--- config.mk ---
export PLATFORM = sky130hd
export DESIGN_NAME = wide_add_sequencer
export DESIGN_NICKNAME = d
export VERILOG_FILES = /design/src/rtl/wide_add_sequencer.sv
export SDC_FILE = /design/constraint.sdc
export NUM_CORES = 1
export LEC_CHECK = 0
export CAP_MARGIN = 20
export CORE_AREA = 2 2 200 202
export CTS_CLUSTER_SIZE = 24
export DETAILED_ROUTE_END_ITERATION = 12
export DIE_AREA = 0 0 202 204
export PLACE_DENSITY = 0.78
export RECOVER_POWER = 100
export SETUP_SLACK_MARGIN = 0.4
export SLEW_MARGIN = 5
export SYNTH_ARGS = -nofsm -noshare
export SYNTH_HDL_FRONTEND = slang
export SYNTH_SLANG_ARGS = --single-unit
--- constraint.sdc ---
create_clock -name i_clk -period 1.7 [get_ports i_clk]
set_input_delay 0.34 -clock i_clk [delete_from_list [all_inputs] [get_ports i_clk]]
set_output_delay 0.34 -clock i_clk [all_outputs]
set_load 0.01 [all_outputs]
--- src/rtl/wide_add_sequencer.sv ---
// Sequences one external 32-bit adder over WORDS words, least-significant word first,
// to produce a WORDS*32-bit sum or difference with a one-cycle done pulse.
module wide_add_sequencer #(
    parameter int WORDS = 4
) (
    input  logic                  i_clk,
    input  logic                  i_rst_n,
    input  logic                  i_start,
    input  logic                  i_op_sub,
    input  logic                  i_cin,
    input  logic [32*WORDS-1:0]   i_opa,
    input  logic [32*WORDS-1:0]   i_opb,
    output logic [31:0]           o_add_a,
    output logic [31:0]           o_add_b,
    output logic                  o_add_cin,
    input  logic [31:0]           i_add_sum,
    input  logic                  i_add_cout,
    output logic                  o_busy,
    output logic                  o_done,
    output logic [32*WORDS-1:0]   o_sum,
    output logic                  o_cout
);

    localparam int IDX_W = (WORDS > 1) ? $clog2(WORDS) : 1;
    localparam logic [IDX_W-1:0] LAST_IDX = IDX_W'(WORDS - 1);

    typedef enum logic [1:0] {
        S_IDLE = 2'd0,
        S_RUN  = 2'd1,
        S_DONE = 2'd2
    } state_t;

    state_t                   r_state;
    state_t                   w_state_next;
    logic                     r_carry;
    logic                     r_cout;
    logic [IDX_W-1:0]         r_idx;
    logic                     w_accept;
    logic                     w_run;
    logic                     w_last;
    logic [WORDS-1:0][31:0]   w_ra_words;
    logic [WORDS-1:0][31:0]   w_rb_words;

    always_ff @(posedge i_clk) begin
        if (!i_rst_n) begin
            r_state <= S_IDLE;
        end else begin
            r_state <= w_state_next;
        end
    end

    always_comb begin
        w_state_next = r_state;
        w_accept     = 1'b0;
        w_run        = 1'b0;
        w_last       = 1'b0;
        o_busy       = 1'b0;
        o_done       = 1'b0;
        o_add_a      = 32'd0;
        o_add_b      = 32'd0;
        o_add_cin    = 1'b0;
        case (r_state)
            S_IDLE: begin
                if (i_start) begin
                    w_accept     = 1'b1;
                    w_state_next = S_RUN;
                end
            end
            S_RUN: begin
                w_run     = 1'b1;
                o_busy    = 1'b1;
                o_add_a   = w_ra_words[r_idx];
                o_add_b   = w_rb_words[r_idx];
                o_add_cin = r_carry;
                if (r_idx == LAST_IDX) begin
                    w_last       = 1'b1;
                    w_state_next = S_DONE;
                end
            end
            S_DONE: begin
                o_busy       = 1'b1;
                o_done       = 1'b1;
                w_state_next = S_IDLE;
            end
            default: begin
                w_state_next = S_IDLE;
            end
        endcase
    end

    // Subtraction is A + ~B + 1, so B is inverted once at latch time.
    always_ff @(posedge i_clk) begin
        if (!i_rst_n) begin
            r_carry <= 1'b0;
            r_cout  <= 1'b0;
            r_idx   <= '0;
        end else if (w_accept) begin
            r_carry <= i_op_sub | i_cin;
            r_cout  <= 1'b0;
            r_idx   <= '0;
        end else if (w_run) begin
            r_carry <= i_add_cout;
            if (w_last) begin
                r_cout <= i_add_cout;
            end else begin
                r_idx <= r_idx + 1'b1;
            end
        end
    end

    assign o_cout = r_cout;

    genvar gi;
    generate
        for (gi = 0; gi < WORDS; gi++) begin : g_word
            logic [31:0] r_ra;
            logic [31:0] r_rb;
            logic [31:0] r_sum;

            always_ff @(posedge i_clk) begin
                if (!i_rst_n) begin
                    r_ra  <= 32'd0;
                    r_rb  <= 32'd0;
                    r_sum <= 32'd0;
                end else if (w_accept) begin
                    r_ra  <= i_opa[32*gi +: 32];
                    r_rb  <= i_op_sub ? ~i_opb[32*gi +: 32] : i_opb[32*gi +: 32];
                    r_sum <= 32'd0;
                end else if (w_run && (r_idx == IDX_W'(gi))) begin
                    r_sum <= i_add_sum;
                end
            end

            assign w_ra_words[gi]       = r_ra;
            assign w_rb_words[gi]       = r_rb;
            assign o_sum[32*gi +: 32]   = r_sum;
        end
    endgenerate

endmodule

==> flow_metrics.py <==
metrics = {
    "placed_design": {
        "gp_congestion": 0.885,
        "post_dp_cell_area_sq_mm": 0.0230,
        "hpwl_microns": 37500,
        "port_buffers": 489,
        "dp_cells": 2892,
        "dp_slack_ns": -0.333,
    },
    "setup_path": {
        "max_stage_delay_ns": 0.42,
        "critPathMaxFanout": 7,
        "worstSetupEndpointType": "primary output",
        "crit_required_ns": 1.36,
        "arrival_ns": 1.99,
        "worstSetupPathType": "reg -> out",
        "worstPathCellList": "buf_12 > buf_8 > buf_16 > mux2i_2 > o22ai_4 > buf_6",
        "critPathSlowestCell": "dfxtp_4",
        "worst_setup_path_start_kind": "flip-flop",
    },
    "power_and_ir_drop": {
        "vdd_ir_drop_max_uv": 870,
        "p_leak_nw": 10.6,
        "power.density_mw_per_mm2": 1320,
    },
    "finish": {
        "register_area_sq_mm": 0.00782,
        "final_util_pct": 74.1,
        "mostFrequentLayoutCell": "nand2_1",
        "final_area_sq_mm": 0.0290,
        "area_delta_synth_final_pct": 74.0,
        "layout_common_cells": "473 x nand2_1, 387 x dfxtp_1, 291 x clkdlybuf4s50_1",
        "nFillCells": 2412,
        "drive_above_1_share_pct": 32.6,
        "fin_cells": 3123,
        "layout.nets": 2866,
        "multi_input_area_sq_mm": 0.0100,
    },
    "synth": {
        "yosysUniqueCellTypes": 23,
        "syn_inst": 1953,
        "synth_nets": 2257,
        "syn_area_per_cell_sq_um": 8.54,
        "yosysSeqAreaShare_pct": 46.8,
        "synthesis.area_sq_mm": 0.0167,
        "ys_ff_latch": 390,
        "ys_warn_count": 0,
    },
    "clocking": {
        "cts-root-buf": "clkbuf_16",
        "holdBufCountCts": 0,
        "cts_tree": "built",
        "clk_path_buf_depth": 3,
        "ctsHtreeMaxLevel": 2,
        "cts_buffers": 40,
        "clkLatencyLatePin_ns": 0.57,
        "cts.sinks": 390,
        "clk_transition_reported_paths_ns": 0.06,
    },
    "floorplanning": {
        "rows": 73,
        "fp.dieW_microns": 202,
        "dieArea_sq_mm": 0.0412,
        "io_pins": 490,
        "initial_core_util_pct": 42.6,
        "die_h_microns": 204,
        "design.core.area_sq_mm": 0.0392,
    },
    "run_status": {
        "status": "complete, but fails checks",
        "violations": "setup timing",
    },
    "timing": {
        "finalSetupViolations": 451,
        "worst_slack_ns": -0.627,
        "fin_crit_sh_pct": 137,
        "finalHoldViolations": 0,
        "slew_headroom_pct": 69.0,
        "period_needed_ns": 2.33,
        "final_max_slew_viol_count": 0,
        "rsz0062_at_grt": "yes",
        "fmax_mhz": 430,
        "clock_skew_ns": 0.0218,
        "tightest_slew_ns": 0.463,
    },
    "drt": {
        "via_per_inst": 5.77,
        "routed_wl_microns": 77000,
        "wl_per_cell_microns": 24.6,
        "drtPass1Iterations": 7,
        "ant_nets": 0,
        "vias": 18000,
        "drc": 0,
        "drtIter0Drc": 1497,
    },
    "flow_run": {
        "maxCapViolCount": 0,
    },
    "global_routing": {
        "grt_antenna_before_repair": 11,
        "grt_pass1_vias": 17000,
        "grt_pass1_wl_microns": 96100,
        "overflow": 0,
        "grt_max_degree": 93,
        "grt_usage_pct": 29.7,
    },
    "hold_path": {
        "hold_path_class": "in -> reg",
    },
}
==> area by class of cell <==
class	instances	area share, %
well taps	525	2.26
inverters	6	0.121
clock inverters	9	0.453
clock buffers	60	4.13
repair buffers	734	31.4
flip-flops and latches	390	26.9
multi-input cells	1390	34.6
diodes	9	0.0776
==> critical path: cells and delay by family (launching register included) <==
| kind | cells | cell delay (ns) |
|---|---|---|
| compound gates | 1 | 0.12 |
| flops | 1 | 0.42 |
| mux | 1 | 0.30 |
| buf+inv | 4 | 0.57 |
==> flip-flops by register name (all words and copies together), names as in the netlist <==
| signal | cells |
|---|---|
| r_state | 2 |
| r_idx | 2 |
| g_word.r_sum | 128 |
| r_carry | 1 |
| o_cout | 1 |
| g_word.r_rb | 128 |
| g_word.r_ra | 128 |
==> path summary, 6_finish.rpt <==
kind,slack (ns),startpoint,cells after the start,endpoint
worst max-delay path,-0.63,r_idx[0],6,o_add_b[10]
worst min-delay path,0.18,i_rst_n,3,r_state[0]
worst max register to register,-0.26,r_state[1],12,g_word[0].r_sum[9]
worst min register to register,0.45,g_word[0].r_ra[31],2,g_word[0].r_ra[31]
==> metrics by stage <==
stage,TNS [ns],power [mW],hold WS [ns]
finish,-77.41,38.3,0.176
global placement,-17.00,20.9,0.439
global route,-100.81,39.5,0.167
detailed placement,-21.51,21.2,0.446
CTS,-35.55,33.9,0.155
floorplan,0,17.7,0.434
==> repair_timing <==
item,CTS,global route
cloned,37,41
gates resized for setup,1264,313
endpoints found under the setup margin,586,586
pin swaps,35,40
endpoints found under the hold margin,0,0
setup buffers,47,28
==> cells in the mapped netlist <==
cell type  instances  area share, %
a21boi_0           4           0.18
a21boi_1         124            5.6
a21oi_1          258            7.7
a22oi_1            1          0.045
and2_1             6           0.23
buf_1              5           0.11
buf_2             72            2.2
buf_4             42            1.9
buf_6              4           0.27
clkbuf_1          42           0.95
clkbuf_4           6           0.27
dfxtp_1          390             47
ha_1              10           0.75
inv_1              6           0.13
mux2i_1          132            7.9
nand2_1          526             12
nor2_1             2          0.045
nor2b_1            1          0.038
o21ai_0          102            3.1
o21ai_1           26           0.78
o22ai_1           64            2.4
o31ai_1            1          0.045
xnor2_1          129            6.8
==> metal layers <==
metal | track usage, % | vias up | part of all wire, %
li1 | - | 7846 | -
met1 | 33.8 | 8663 | 35
met2 | 51.7 | 1137 | 49
met3 | 5.72 | 364 | 8.9
met4 | 17.6 | 2 | 7.0
met5 | 0 | - | 0.016
==> report_power, final <==
| group | switching [mW] | internal [mW] |
|---|---|---|
| sequential | 1.28 | 10.6 |
| clock | 3.85 | 5.33 |
| combinational | 8.25 | 9.00 |
| total | 13.4 | 24.9 |
==> logic make-up after synthesis <==
| family | Yosys count | synth area share (%) |
|---|---|---|
| flip-flops | 390 | 46.8 |
| buffers and inverters | 177 | 5.78 |
| multiplexers | 132 | 7.92 |
| XOR/XNOR | 129 | 6.77 |
| AND/OR/NAND/NOR | 535 | 12.1 |
| AO/OA/AOI/OAI | 580 | 19.8 |
| adder cells (fa/ha/maj) | 10 | 0.750 |
Power figures use the tool's default switching activity.
